--- config.mk ---
export PLATFORM = sky130hd
export DESIGN_NAME = wb_port_arbiter_flat
export DESIGN_NICKNAME = d
export VERILOG_FILES = /design/src/rtl/wb_port_arbiter_if.sv /design/src/rtl/wb_port_arbiter.sv /design/src/flat_wrapper.sv
export SDC_FILE = /design/constraint.sdc
export NUM_CORES = 1
export LEC_CHECK = 0
export ABC_AREA = 1
export ABC_CLOCK_PERIOD_IN_PS = 2100
export CAP_MARGIN = 20
export CORE_UTILIZATION = 45
export CTS_CLUSTER_SIZE = 8
export DETAILED_ROUTE_END_ITERATION = 8
export DONT_BUFFER_PORTS = 1
export GPL_TIMING_DRIVEN = 1
export HOLD_SLACK_MARGIN = 0.12
export SYNTH_ARGS = -nofsm -noshare
export SYNTH_HDL_FRONTEND = slang
export SYNTH_SLANG_ARGS = --single-unit
--- constraint.sdc ---
create_clock -name clk -period 2.1 [get_ports clk]
set_input_delay 0.315 -clock clk [delete_from_list [all_inputs] [get_ports clk]]
set_output_delay 0.315 -clock clk [all_outputs]
set_load 0.05 [all_outputs]
--- src/rtl/wb_port_arbiter_if.sv ---
`default_nettype none
// ============================================================================
// Module      : wb_port_arbiter_if
// Description : Bundle of the regfile write-port arbiter signals: pipeline W
//               stage, MDU result handshake, regfile port and hazard feedback.
// Revision    : 1.0
// ============================================================================
interface wb_port_arbiter_if;
    logic        RegWriteW;
    logic [4:0]  RdW;
    logic [31:0] ResultW;
    logic        mdu_valid;
    logic [4:0]  mdu_rd;
    logic [31:0] mdu_result;
    logic        mdu_ready;
    logic        RegWriteRF;
    logic [4:0]  RdRF;
    logic [31:0] WDRF;
    logic        StallWB;
    logic [31:0] pend_mask;

    modport slave (
        input  RegWriteW, RdW, ResultW, mdu_valid, mdu_rd, mdu_result,
        output mdu_ready, RegWriteRF, RdRF, WDRF, StallWB, pend_mask
    );

    modport master (
        output RegWriteW, RdW, ResultW, mdu_valid, mdu_rd, mdu_result,
        input  mdu_ready, RegWriteRF, RdRF, WDRF, StallWB, pend_mask
    );
endinterface
`default_nettype wire

--- src/rtl/wb_port_arbiter.sv ---
`default_nettype none
// ============================================================================
// Module      : wb_port_arbiter
// Description : Shares the regfile write port between the W stage (priority)
//               and the MDU, buffering MDU results and requesting W bubbles.
// Revision    : 1.0
// ============================================================================
module wb_port_arbiter #(
    parameter int DEPTH    = 2,
    parameter int MAX_WAIT = 4
) (
    input  wire logic         clk,
    input  wire logic         reset,
    wb_port_arbiter_if.slave  bus
);

    localparam int PW = (DEPTH > 1) ? $clog2(DEPTH) : 1;
    localparam int WW = $clog2(MAX_WAIT + 1);
    localparam logic [PW-1:0] c_last_ptr = PW'(DEPTH - 1);
    localparam logic [WW-1:0] c_max_wait = WW'(MAX_WAIT);

    logic [4:0]       r_rd   [DEPTH];
    logic [31:0]      r_data [DEPTH];
    logic [DEPTH-1:0] r_vld;
    logic [PW-1:0]    r_rd_ptr;
    logic [PW-1:0]    r_wr_ptr;
    logic [WW-1:0]    r_wait;
    logic             r_stall;

    logic             w_pipe_wr;
    logic             w_mdu_wr;
    logic             w_empty;
    logic             w_full;
    logic             w_pop;
    logic             w_bypass;
    logic             w_push;
    logic             w_blocked;
    logic [WW-1:0]    w_wait_inc;
    logic [31:0]      w_pend;

    // Per-slot valid bits make empty/full a single lookup at either pointer.
    assign w_pipe_wr  = bus.RegWriteW && (bus.RdW != 5'd0);
    assign w_mdu_wr   = bus.mdu_valid && (bus.mdu_rd != 5'd0);
    assign w_empty    = !r_vld[r_rd_ptr];
    assign w_full     = r_vld[r_wr_ptr];
    assign w_pop      = !reset && !w_pipe_wr && !w_empty;
    assign w_bypass   = !reset && !w_pipe_wr && w_empty && w_mdu_wr;
    assign w_push     = !reset && w_mdu_wr && !w_full && !w_bypass;
    assign w_blocked  = w_pipe_wr && !w_empty;
    assign w_wait_inc = (r_wait == c_max_wait) ? r_wait : r_wait + 1'b1;

    always_comb begin
        bus.RegWriteRF = 1'b0;
        bus.RdRF       = 5'd0;
        bus.WDRF       = 32'd0;
        if (!reset) begin
            if (w_pipe_wr) begin
                bus.RegWriteRF = 1'b1;
                bus.RdRF       = bus.RdW;
                bus.WDRF       = bus.ResultW;
            end else if (!w_empty) begin
                bus.RegWriteRF = 1'b1;
                bus.RdRF       = r_rd[r_rd_ptr];
                bus.WDRF       = r_data[r_rd_ptr];
            end else if (w_mdu_wr) begin
                bus.RegWriteRF = 1'b1;
                bus.RdRF       = bus.mdu_rd;
                bus.WDRF       = bus.mdu_result;
            end
        end
    end

    always_comb begin
        w_pend = 32'd0;
        for (int i = 0; i < DEPTH; i++) begin
            if (r_vld[i]) begin
                w_pend = w_pend | (32'd1 << r_rd[i]);
            end
        end
    end

    assign bus.pend_mask = w_pend;
    assign bus.mdu_ready = !w_full;
    assign bus.StallWB   = r_stall;

    // Payload storage needs no reset: a slot is only read while its valid bit is set.
    always_ff @(posedge clk) begin
        if (w_push) begin
            r_rd[r_wr_ptr]   <= bus.mdu_rd;
            r_data[r_wr_ptr] <= bus.mdu_result;
        end
    end

    always_ff @(posedge clk or posedge reset) begin
        if (reset) begin
            r_vld    <= '0;
            r_rd_ptr <= '0;
            r_wr_ptr <= '0;
            r_wait   <= '0;
            r_stall  <= 1'b0;
        end else begin
            if (w_pop) begin
                r_vld[r_rd_ptr] <= 1'b0;
                r_rd_ptr        <= (r_rd_ptr == c_last_ptr) ? '0 : r_rd_ptr + 1'b1;
            end
            if (w_push) begin
                r_vld[r_wr_ptr] <= 1'b1;
                r_wr_ptr        <= (r_wr_ptr == c_last_ptr) ? '0 : r_wr_ptr + 1'b1;
            end

            if (w_pop || w_empty) begin
                r_wait <= '0;
            end else if (w_blocked) begin
                r_wait <= w_wait_inc;
            end

            if (w_pop) begin
                r_stall <= 1'b0;
            end else if (w_blocked && (w_wait_inc == c_max_wait)) begin
                r_stall <= 1'b1;
            end
        end
    end

endmodule
`default_nettype wire

--- src/flat_wrapper.sv ---
// flat-port wrapper written by rule: the top's interface ports become plain ports
module wb_port_arbiter_flat 
#(
    parameter int DEPTH    = 2,
    parameter int MAX_WAIT = 4
)
  (clk, reset, bus_RegWriteW, bus_RdW, bus_ResultW, bus_mdu_valid, bus_mdu_rd, bus_mdu_result, bus_mdu_ready, bus_RegWriteRF, bus_RdRF, bus_WDRF, bus_StallWB, bus_pend_mask);
  wb_port_arbiter_if bus_i ();
  input  wire logic clk;
  input  wire logic reset;
  input wire logic [$bits(bus_i.RegWriteW)-1:0] bus_RegWriteW;
  input wire logic [$bits(bus_i.RdW)-1:0] bus_RdW;
  input wire logic [$bits(bus_i.ResultW)-1:0] bus_ResultW;
  input wire logic [$bits(bus_i.mdu_valid)-1:0] bus_mdu_valid;
  input wire logic [$bits(bus_i.mdu_rd)-1:0] bus_mdu_rd;
  input wire logic [$bits(bus_i.mdu_result)-1:0] bus_mdu_result;
  output wire logic [$bits(bus_i.mdu_ready)-1:0] bus_mdu_ready;
  output wire logic [$bits(bus_i.RegWriteRF)-1:0] bus_RegWriteRF;
  output wire logic [$bits(bus_i.RdRF)-1:0] bus_RdRF;
  output wire logic [$bits(bus_i.WDRF)-1:0] bus_WDRF;
  output wire logic [$bits(bus_i.StallWB)-1:0] bus_StallWB;
  output wire logic [$bits(bus_i.pend_mask)-1:0] bus_pend_mask;
  assign bus_i.RegWriteW = bus_RegWriteW;
  assign bus_i.RdW = bus_RdW;
  assign bus_i.ResultW = bus_ResultW;
  assign bus_i.mdu_valid = bus_mdu_valid;
  assign bus_i.mdu_rd = bus_mdu_rd;
  assign bus_i.mdu_result = bus_mdu_result;
  assign bus_mdu_ready = bus_i.mdu_ready;
  assign bus_RegWriteRF = bus_i.RegWriteRF;
  assign bus_RdRF = bus_i.RdRF;
  assign bus_WDRF = bus_i.WDRF;
  assign bus_StallWB = bus_i.StallWB;
  assign bus_pend_mask = bus_i.pend_mask;
  wb_port_arbiter #(.DEPTH(DEPTH), .MAX_WAIT(MAX_WAIT)) u_core (.clk(clk), .reset(reset), .bus(bus_i));
endmodule
Word-level counts from Yosys, hierarchy flattened
Memory sizes are Yosys's and may differ from the RTL's.
Index checks and enable logic that the tools add are counted.
- $add $sub $neg: 3
- order comparisons: 4
- eq/ne operators: 2
- shift-type cells: 2
- multiplexer cells: 33
- bitwise gates (word level): 4
- reductions and logical operators: 23
- operator list (operator ; count):
    two-way mux 32 bit ; 6
    << shifter 1 x 5 -> 32 bit, first input constant ; 2
    bitwise OR 32 bit ; 1
    two-way mux 5 bit ; 4
    two-way mux 1 bit ; 16
    logical AND 1 bit ; 13
    nonzero test 5 bit ; 2
    two-way mux 3 bit ; 3
    == test 3 bit, second input constant ; 2
    zero test 1 bit ; 5
    < comparator 1 x 2 -> 1 bit, second input constant ; 2
    two-way mux 2 bit ; 2
    nonzero test 2 bit ; 2
    adder 3 x 1 -> 3 bit, second input constant ; 1
    adder 1 bit, second input constant ; 2
    bitwise AND 2 bit ; 1
    demux 1 bit (select 1 bit) ; 2
    greater-or-equal comparator 1 bit, second input constant ; 2
    inverter 2 bit ; 1
    bitwise OR 2 bit ; 1
    logical OR 1 bit ; 1
- bits in registers: 8
- memory bits (writable): 74
- output and inout port bits: 72
- memories kept: 2
- memory list (name ; depth ; bits a word ; rd ports ; clocked after memory_dff ; wr ports ; RTL line ; RTL):
    u_core.r_data ; 2 ; 32 ; 1 ; 0 ; 1 ; wb_port_arbiter.sv:23 ; logic [31:0] r_data [DEPTH];
    u_core.r_rd ; 2 ; 5 ; 3 ; 0 ; 1 ; wb_port_arbiter.sv:22 ; logic [4:0] r_rd [DEPTH];

Longest topological paths before layout
- word-level depth: 10
- depth in mapped cells: 11

Worst setup path after synthesis
No wires, ideal clock.
- kind: reg2out
- from: memory u_core.r_rd[1][2]
- to: output bus_pend_mask[15]
- data arrival time: 1977 ps
- data required time: 1785 ps
- slack: -192 ps
- stages on the path, launching flop included: 6
- buffers on the path: 1
- cells stage by stage: edfxtp_1 > buf_2 > inv_1 > nor3_1 > nand3_1 > o21ai_0
- RTL lines (element ; RTL line ; RTL):
    start: declaration ; wb_port_arbiter.sv:22 ;
    end: declaration ; flat_wrapper.sv:22 ; output wire logic [$bits(bus_i.pend_mask)-1:0] bus_pend_mask;

Worst setup path in the final report
- from: register u_core.r_rd_ptr
- to: output bus_WDRF[19]
- longest elaborated chain between the ends: 5
- elaborated cells on any way between the ends: 6
- ends and longest elaborated chain (element ; RTL line ; RTL):
    start: declaration ; wb_port_arbiter.sv:25 ; logic [PW-1:0] r_rd_ptr;
    start signal: assignment ; wb_port_arbiter.sv:104 ; r_rd_ptr <= (r_rd_ptr == c_last_ptr) ? '0 : r_rd_ptr + 1'b1;
    two-way mux 1 bit (implied by the code) (2 in series) ; wb_port_arbiter.sv:44 ; assign w_empty = !r_vld[r_rd_ptr];
    two-way mux 32 bit * ; wb_port_arbiter.sv:61 ; end else if (!w_empty) begin
    two-way mux 32 bit * ; wb_port_arbiter.sv:57 ; if (w_pipe_wr) begin
    two-way mux 32 bit * ; wb_port_arbiter.sv:56 ; if (!reset) begin
    end: declaration ; flat_wrapper.sv:20 ; output wire logic [$bits(bus_i.WDRF)-1:0] bus_WDRF;
Mark *: on every way between the ends. The rest lies on a longest branch, timed or not. The select of a mux whose other input is x is not followed.

==> key figures <==
Logic synthesis
  • Count of flip-flops with a built-in enable after synthesis: 74
  • Post-synth net total: 752
  • Synth top area share: 45.42%
  • Main synth FF type: edfxtp_1
  • Main area contributors after synthesis: edfxtp_1, nor2_1, nand2_1, o21ai_0, dfrtp_1
  • Share of synthesized flip-flops with an asynchronous set or reset: 9.756%
  • Number of warnings issued by yosys: 0
  • Number of synthesized register bits: 82
  • Avg Cell Area, Syn: 7.280 um^2
  • Cell type with the highest aggregate area in the netlist: edfxtp_1
  • Post-synthesis instance area: 4892 um^2
  • Sequential share of the synthesized area: 49.51%
  • Number of standard cells after synthesis: 672
  • Most used standard cell by instance count after synthesis: nor2_1
  • Synth cell types: 24
  • Ranking of synthesized cells by instance count: nor2_1, nand2_1, o21ai_0, edfxtp_1, nand3_1

CTS
  • H-Tree Level Count: 3
  • Number of buffers on the longest clock path: 2
  • CTS Buf Count: 9
  • Skew-Pair Late Insertion Delay: 360 ps
  • Number of clock sinks seen by CTS: 82
  • Buffer type at the clock tree root: clkbuf_8
  • TritonCTS clock tree: yes
  • Clock-pin slew of the registers on the worst-case setup and hold paths: 90 ps

Detailed routing
  • # DRC: 0
  • Final ANT Viol Nets: 0
  • First-pass detailed-route iteration total: 5
  • Number of design-rule violations left by the first detailed-router iteration: 251
  • Wirelength, routed: 14210 um
  • Mean routed wirelength per cell: 15.33 um
  • Per-cell via count in the routed design: 5.252
  • Count of vias placed by the detailed router: 4869

Worst setup path
  • Maximum net fanout on the critical path: 8
  • Worst r2r dst: u_core.r_data[1][29]
  • Depth of the worst register-to-register path: 8
  • Critical path capture point type: output pin
  • Critical path class: flip-flop to output pin
  • Critical register-to-register path startpoint: u_core.r_rd_ptr
  • Register-to-register setup slack: 160 ps
  • Worst Path Arrival: 1860 ps
  • Data required time of the critical path: 1780 ps
  • Startpoint type of the worst setup path: flip-flop

Timing
  • Pins over their slew limit: 0
  • Upper clock frequency limit: 460.2 MHz
  • Crit share post-route: 103.5%
  • Actual slew at the worst max-slew pin: 538.3 ps
  • Relative slew margins: 64.36%
  • Worst path setup slack after routing: -72.75 ps
  • Fin Clk Skew: 11.93 ps
  • Final hold viol count: 0
  • Total negative setup slack: -702.5 ps
  • Worst Hold Margin: 173.4 ps
  • Setup repair after global routing missed its margin: yes
  • Min Clock Period, post-route: 2173 ps
  • Setup-violating endpoint count in the final report: 30

Cells and area
  • Non-Filler Cell Area, Final: 6755 um^2
  • Antenna diodes: 0
  • Share of post-route cells with drive strength above 1: 21.11%
  • Final layout net count: 868
  • Post-layout utilization of the core: 64.85%
  • Area growth from synthesis to layout: 38.08%
  • Number of standard cells in the final layout excluding fillers: 927

Placement
  • IO Port Bufs: 0
  • GP Congestion: 0.8503
  • Placed cell count: 861
  • Dpl hpwl: 9081 um
  • DP Area: 5595 um^2

Die
  • Core area: 10420 um^2
  • Overall die width: 106.3 um
  • Standard-cell row count: 37
  • Top-Level Pins: 150
  • Vertical die dimension: 106.3 um
  • Initial core utilization: 46.97%
  • Area of the die: 11290 um^2

Status
  • Violated checks: setup timing
  • Run status: complete, but fails checks

Min path
  • Count of cells along the worst hold path: 2
  • Worst hold path type: primary input to flip-flop
  • End point of the most critical hold path: u_core.r_wait[2]
  • Hold path startpoint: reset

Power and ir drop
  • Leakage component of the power: 2.777 nW
  • Power per standard cell area: 1138 nW/um^2
  • Maximum resistive drop on vdd: 707.5 uV

Global route
  • Total routing usage reported by global routing: 24.39%
  • Initial antenna violation count: 0
  • Via count of the first global-routing pass: 4505
  • Pin count of the biggest net entering global routing: 48
  • Aggregate global routing overflow: 0
  • First-pass GRT wire length: 21690 um

Job
  • Max-cap viol count: 0
-- per-stage QoR --
stage / total power, W / setup slack (ps)
5_1_grt: 0.008156 / -172.5
3_5_place_dp: 0.005512 / 209.2
6_report: 0.007687 / -72.75
2_1_floorplan: 0.004669 / -191.7
3_3_place_gp: 0.005462 / 248.2
4_1_cts: 0.007120 / -19.17
-- how the worst max path moves through the flow --
stage          slack, ps               from                end
2_1_floorplan       -190  u_core.r_rd[1][2]  bus_pend_mask[15]
3_3_place_gp         250         bus_RdW[2]       bus_WDRF[19]
3_5_place_dp         210         bus_RdW[2]       bus_WDRF[19]
4_1_cts              -20    u_core.r_rd_ptr        bus_RdRF[4]
5_1_grt             -170    u_core.r_rd_ptr        bus_WDRF[9]
6_report             -70    u_core.r_rd_ptr       bus_WDRF[19]
-- worst max-delay path, cell delays in order (launching register included) --
cell and delay (ps):
dfrtp_2 480, inv_4 100, nand2_4 70, nand2_8 130, clkinv_8 100, clkbuf_16 160
nand2_2 40, nor2_1 40, nor2_1 140, nor2_1 80, buf_6 150
-- cells by family (layout without fill, tap and decap cells) --
group	count (synthesis)	in the layout	share of synthesized area (%)
and+or+nand+nor	445	445	35.73
DFF	82	82	49.51
AOI/OAI and AO/OA	76	76	7.775
buffers and inverters	65	184	6.113
adders and majority gates	2	2	0.5114
xor gates and xnor gates	2	2	0.3581
-- registers in the layout, summed over array words and instances, names as in the netlist --
name / flops
u_core.r_data: 64
u_core.r_rd: 10
u_core.r_wait: 3
u_core.r_vld: 2
u_core.bus.StallWB: 1
u_core.r_rd_ptr: 1
u_core.r_wr_ptr: 1
-- layout by cell type (no fill, tap or decap), drive strengths merged, types with 2 or more instances in the layout --
cell	n
nor2	215
nor3	4
nand3	24
bufinv	3
inv	19
dfrtp	8
ha	2
dlygate4sd3	38
nor4	6
o21ai	75
clkbuf	11
nand3b	2
nand4	4
nand2	189
buf	105
clkinvlp	7
edfxtp	74
-- metal layers --
metal  GRT usage, %  vias up  wire [um]
li1               -     2400          -
met1          29.97     2268       5857
met2          41.56      180       7072
met3          5.518       21       1008
met4          9.425        0        269
met5              0        -          0
-- timing repair --
| action | CTS | global route |
|---|---|---|
| pin swaps | 1 | 18 |
| setup buffers | 2 | 8 |
| cloned | 1 | 3 |
| resized for setup | 20 | 87 |
| hold buffers | 38 | 0 |
| hold endpoints to repair | 82 | 0 |
| endpoints found under the setup margin | 34 | 63 |
-- power breakdown --
group	internal (W)	switching, W	leakage [nW]
sequential	0.00200	0.000128	0.774
clock	0.000777	0.000574	0.107
combinational	0.00153	0.00268	1.90
-- layout make-up --
cell class,count,area [um^2]
Tap cell,136,170.2
Timing Repair Buffer,145,1468
Timing Repair inverter,1,3.754
Multi-Input combinational cell,525,2337
Clock buffer,9,123.9
Sequential cell,82,2424
Inverter,24,123.9
Clock inverter,5,105.1
Fill cell,906,3661
(Power assumes the default switching activity.)
